### src/rtl/modmul163841_arb2.sv
// modmul163841_arb2: two requesters share one pipelined signed multiplier whose products are
// reduced to the centered residue mod 163841 and returned through per-requester FWFT FIFOs.
module modmul163841_arb2 #(
    parameter int DEPTH = 4
) (
    input  logic               clk,
    input  logic               rst,
    input  logic               req0_valid,
    output logic               req0_ready,
    input  logic signed [17:0] req0_a,
    input  logic signed [17:0] req0_b,
    input  logic               req1_valid,
    output logic               req1_ready,
    input  logic signed [17:0] req1_a,
    input  logic signed [17:0] req1_b,
    output logic               out0_valid,
    input  logic               out0_ready,
    output logic signed [17:0] out0_data,
    output logic               out1_valid,
    input  logic               out1_ready,
    output logic signed [17:0] out1_data,
    output logic               busy
);
    localparam int CW = $clog2(DEPTH + 1);
    localparam int PW = DEPTH > 1 ? $clog2(DEPTH) : 1;
    localparam logic signed [20:0] M = 21'sd163841;
    localparam logic signed [20:0] HALF = 21'sd81920;
    localparam logic signed [59:0] K = 60'((64'd1 << 40) / 64'd163841);

    logic               rst_q, last, live;
    logic [1:0]         el, rdy, wr, pop, ov;
    logic [3:0]         sv, st;
    logic [CW-1:0]      used [2];
    logic [CW-1:0]      fcnt [2];
    logic [PW-1:0]      wptr [2];
    logic [PW-1:0]      rptr [2];
    logic signed [17:0] mem [2][DEPTH];
    logic signed [17:0] op_a, op_b, res;
    logic signed [34:0] prod, rp;
    logic signed [19:0] q;
    logic signed [20:0] rem, c1;

    function automatic logic [PW-1:0] nxt(input logic [PW-1:0] p);
        return p == PW'(DEPTH - 1) ? '0 : p + 1'b1;
    endfunction

    // used[] counts issued-but-not-popped ops, i.e. in-flight plus FIFO occupancy
    always_comb begin
        live = !rst && !rst_q;
        el[0] = req0_valid && used[0] < CW'(DEPTH);
        el[1] = req1_valid && used[1] < CW'(DEPTH);
        rdy[0] = live && el[0] && (!el[1] || last);
        rdy[1] = live && el[1] && (!el[0] || !last);
        ov[0] = !rst && fcnt[0] != '0;
        ov[1] = !rst && fcnt[1] != '0;
        pop = ov & {out1_ready, out0_ready};
        wr = {sv[3] & st[3], sv[3] & ~st[3]};
        c1 = rem > HALF ? rem - M : rem < -HALF ? rem + M : rem;
        res = 18'(c1 > HALF ? c1 - M : c1 < -HALF ? c1 + M : c1);
    end

    assign req0_ready = rdy[0];
    assign req1_ready = rdy[1];
    assign out0_valid = ov[0];
    assign out1_valid = ov[1];
    assign out0_data = mem[0][rptr[0]];
    assign out1_data = mem[1][rptr[1]];
    assign busy = !rst && (used[0] != '0 || used[1] != '0);

    // Barrett quotient estimate is within one of floor(p/M), so the remainder lands in [-M, 2M)
    always_ff @(posedge clk) begin
        op_a <= rdy[1] ? req1_a : req0_a;
        op_b <= rdy[1] ? req1_b : req0_b;
        st <= {st[2:0], rdy[1]};
        prod <= 35'(op_a) * 35'(op_b);
        rp <= prod;
        q <= 20'((60'(prod) * K) >>> 40);
        rem <= 21'(rp - 35'(q) * 35'(M));
        for (int i = 0; i < 2; i++)
            if (wr[i]) mem[i][wptr[i]] <= res;
    end

    always_ff @(posedge clk) begin
        rst_q <= rst;
        if (rst) begin
            sv <= '0;
            last <= 1'b1;
            for (int i = 0; i < 2; i++) begin
                used[i] <= '0;
                fcnt[i] <= '0;
                wptr[i] <= '0;
                rptr[i] <= '0;
            end
        end else begin
            sv <= {sv[2:0], |rdy};
            if (|rdy) last <= rdy[1];
            for (int i = 0; i < 2; i++) begin
                used[i] <= used[i] + CW'(rdy[i]) - CW'(pop[i]);
                fcnt[i] <= fcnt[i] + CW'(wr[i]) - CW'(pop[i]);
                if (wr[i]) wptr[i] <= nxt(wptr[i]);
                if (pop[i]) rptr[i] <= nxt(rptr[i]);
            end
        end
    end

    always_ff @(posedge clk)
        if (!rst)
            assert (!(wr[0] && !pop[0] && fcnt[0] == CW'(DEPTH)) &&
                    !(wr[1] && !pop[1] && fcnt[1] == CW'(DEPTH)));
endmodule

### config.mk
export PLATFORM = sky130hd
export DESIGN_NAME = modmul163841_arb2
export DESIGN_NICKNAME = d
export VERILOG_FILES = /design/src/rtl/modmul163841_arb2.sv
export SDC_FILE = /design/constraint.sdc
export NUM_CORES = 2
export LEC_CHECK = 0
export ABC_CLOCK_PERIOD_IN_PS = 10600
export CORE_MARGIN = 3
export CORE_UTILIZATION = 65
export DETAILED_ROUTE_END_ITERATION = 6
export GPL_TIMING_DRIVEN = 0
export PLACE_DENSITY_LB_ADDON = 0.2
export SLEW_MARGIN = 10
export SYNTH_ARGS = -nofsm -noshare
export SYNTH_HDL_FRONTEND = slang
export SYNTH_SLANG_ARGS = --single-unit
### constraint.sdc
create_clock -name clk -period 10.6 [get_ports clk]
set_input_delay 1.59 -clock clk [delete_from_list [all_inputs] [get_ports clk]]
set_output_delay 1.59 -clock clk [all_outputs]
set_load 0.03 [all_outputs]
==> metrics.md <==
| Metric | Value |
|---|---|
| Count of pins on the block boundary | 119 |
| Total CTS buffers | 35 |
| Relative area change from synthesis to final layout | 8.34% |
| Number of distinct standard cells referenced by the synthesized netlist | 83 |
| Run status | complete, no violations |
| Data required, critical path | 11.03 ns |
| Number of clock sinks | 306 |
| Worst max-slew margin expressed relative to the limit | 24.2% |
| Post-synthesis share of cell area spent on xor and xnor gates | 3.79% |
| Startpoint types | flip-flop |
| Post-synthesis share of cell area spent on full adders, half adders and majority gates | 48.4% |
| Final Hold Violating Endpoints | 0 |
| Detailed placer's ending HPWL | 76000 µm |
| Synth top area share | 33.2% |
| Count of buffer and inverter cells on the critical path | 9 |
| Leading post-synthesis cells by cell area | sky130_fd_sc_hd__fa_1 (33%), sky130_fd_sc_hd__ha_1 (15%), sky130_fd_sc_hd__edfxtp_1 (11%) |
| Placeable core region | 61800 µm² |
| Fraction of layout instances using a drive strength above 1 | 3.15% |
| Maximum operating frequency | 0.121 GHz |
| Combinational family with the most area after synthesis | adder cells |
| Cell type of the slowest stage on the worst timing path | sky130_fd_sc_hd__dfxtp_2 |
| Worst Setup End Kind | flip-flop |
| Number of core rows | 91 |
| Crit path time final | 8.24 ns |
| Gate count of the mapped netlist | 4007 |
| Mean routed wirelength per cell | 18.3 µm |
| Port Buffer Count | 118 |
| Maxcap violations | 0 |
| Type of the worst setup path | flip-flop to flip-flop |
| Slew Viols, Final | 0 |
| Post-Synthesis Cell Area | 40600 µm² |
| Maximum clock path buffer count | 3 |
| Count of antenna-violating nets left after detailed routing | 0 |
| Largest clock skew in the final design | 0.0444 ns |
| Flip-flop cell with the highest count after synthesis | sky130_fd_sc_hd__dfxtp_1 |
| Largest net degree at the start of global routing | 20 |
| Synthesis-stage register bit count | 306 |
| Overall die area | 65600 µm² |
| Vias after detailed routing | 27808 |
| Vias in the first global route | 29489 |
| Setup Fix Bufs, Post-CTS | 0 |
| Final Wtd Congestion | 0.962 |
| Setup TNS | 0 ns |
| Clock tree root buffer cell | sky130_fd_sc_hd__clkbuf_16 |
| Setup repair after global routing missed its margin | false |
| Multiplexer share of the synthesized area | 2.19% |
| Fraction of registers with async set/reset | 0% |
| EDFF count, synth | 152 |
| CTS tree | yes |
| Slew @ Worst Pin | 1.12 ns |
| Top post-synthesis cells by count | sky130_fd_sc_hd__inv_1 (962), sky130_fd_sc_hd__fa_1 (674), sky130_fd_sc_hd__ha_1 (492) |
| Total of cells resized after clock tree synthesis | 0 |
| Mean post-synth cell area | 10.1 µm² |
| Final layout net count | 5407 |
| Period utilization | 77.7% |
| Slack of the worst reg-to-reg path | 2.36 ns |
| Vias per cell | 5.53 |
| First DRT Iteration DRCs | 1704 |
| Seq/Total Area, Yosys | 18.8% |
| Post-Synthesis Net Count | 5251 |
| Share of the synthesized area in compound gates (AO/OA/AOI/OAI) | 6.79% |
| Clock slew seen by the registers of the worst setup and hold paths | 0.07 ns |
| Source-to-sink clock delay at the later pin of the worst-skew pair | 0.59 ns |
| Starting utilization of the core area | 65.7% |
| Largest driver fanout on the critical path | 19 |
| Total global-route track usage | 29.1% |
| Width of the chip | 256 µm |
| Hold-fix buffers at CTS | 0 |
| Longest individual stage delay on the worst path | 0.67 ns |
| First-pass GRT wire length | 152000 µm |
| Most common cell in the synthesized netlist | sky130_fd_sc_hd__inv_1 |
| Type of the worst min-delay path | flip-flop to flip-flop |
| Number of detailed-route iterations in the first pass | 5 |
| ANT cells | 0 |
| Warnings from Yosys | 0 |
| Routed WL | 92200 µm |
| Cell type with the largest total area after synthesis | sky130_fd_sc_hd__fa_1 |
| Endpoint arrival time on the critical path | 8.66 ns |
| Initial antenna violation count | 0 |
| Cell type group with the largest total delay on the critical path | adder cells |
| Vertical extent of the die | 256 µm |
| Grt ovf | 0 |
| Basic-gate share of the synthesized area counting and, or, nand and nor cells | 10.0% |
| Setup violation total in the final timing report | 0 |
| Number of levels the H-tree was split into | 2 |
| DRC violations left | 0 |
## final timing paths
kind	depth (start not counted)	startpoint	end
min reg2reg	0	st[0]	st[1]
min	0	st[0]	st[1]
max	27	prod[34]	q[18]
max reg2reg	27	prod[34]	q[18]
## stage by stage
step           setup slack [ns]  hold WS (ns)  cell area (µm²)  instances  utilization [%]
5_1_grt                    1.73         0.347            44000       5026             71.2
3_3_place_gp               1.61         0.311            42900       4962             69.4
6_report                   2.36         0.338            44000       5026             71.2
4_1_cts                    2.33         0.335            44000       5026             71.2
3_5_place_dp               2.37         0.312            42900       4963             69.4
2_1_floorplan              3.19         0.310            40600       4007                -
## registers in the layout (all words and copies together), names as in the netlist, 6 cells and up
name  flops
fcnt      6
mem     144
op_a     18
op_b     18
prod     35
q        19
rem      21
rp       21
used      6
## kinds of logic (layout without fill, tap and decap cells)
family | after synthesis | in the layout
adder cells (fa/ha/maj) | 1167 | 1167
multiplexers | 44 | 44
AND/OR/NAND/NOR | 829 | 829
AO/OA/AOI/OAI | 409 | 409
buffers and inverters | 1076 | 1258
XOR/XNOR | 176 | 176
flip-flops | 306 | 306
## placed cells by master (no fill, tap or decap), types with 13 or more instances in the layout
| cell type | Yosys | layout |
|---|---|---|
| sky130_fd_sc_hd__inv_1 | 962 | 962 |
| sky130_fd_sc_hd__fa_1 | 674 | 674 |
| sky130_fd_sc_hd__ha_1 | 492 | 492 |
| sky130_fd_sc_hd__nand2_1 | 368 | 368 |
| sky130_fd_sc_hd__dfxtp_1 | 154 | 153 |
| sky130_fd_sc_hd__edfxtp_1 | 152 | 152 |
| sky130_fd_sc_hd__and2_1 | 123 | 123 |
| sky130_fd_sc_hd__clkdlybuf4s50_1 | 0 | 118 |
| sky130_fd_sc_hd__xnor2_1 | 112 | 112 |
| sky130_fd_sc_hd__a21oi_1 | 103 | 103 |
| sky130_fd_sc_hd__clkbuf_1 | 100 | 101 |
| sky130_fd_sc_hd__nor2_1 | 84 | 84 |
| sky130_fd_sc_hd__a21o_1 | 74 | 74 |
| sky130_fd_sc_hd__o21ai_0 | 65 | 65 |
| sky130_fd_sc_hd__xor2_1 | 64 | 64 |
| sky130_fd_sc_hd__mux4_2 | 36 | 36 |
| sky130_fd_sc_hd__clkbuf_16 | 0 | 35 |
| sky130_fd_sc_hd__nor2b_1 | 34 | 34 |
| sky130_fd_sc_hd__nor3_1 | 33 | 33 |
| sky130_fd_sc_hd__nand2b_1 | 31 | 31 |
| sky130_fd_sc_hd__nand3_1 | 31 | 31 |
| sky130_fd_sc_hd__nand4_1 | 25 | 25 |
| sky130_fd_sc_hd__a31oi_1 | 19 | 19 |
| sky130_fd_sc_hd__and3_1 | 18 | 18 |
| sky130_fd_sc_hd__or3_1 | 17 | 17 |
| sky130_fd_sc_hd__o211ai_1 | 16 | 16 |
| sky130_fd_sc_hd__or2_2 | 13 | 13 |
## cell type report
class                   count  area, µm²
repair buffers            119       1210
fillers                  4519      17800
plain buffers             114        454
flip-flops and latches    306       7650
well taps                 837       1050
multi-input cells        2625      28900
inverters                 962       3610
clock buffers              39        921
clock inverters            24        206
## per-layer routing
layer,global-route usage [%],routed length [µm],up-vias
met5,0,0,-
met4,8.71,2950,0
met3,4.52,5200,188
met2,50.7,46600,792
met1,37.9,37400,13929
li1,-,-,12899
Power is left out: the tool's default activity adds up to more than one toggle a clock period on the data nets, which glitch-free logic cannot reach.
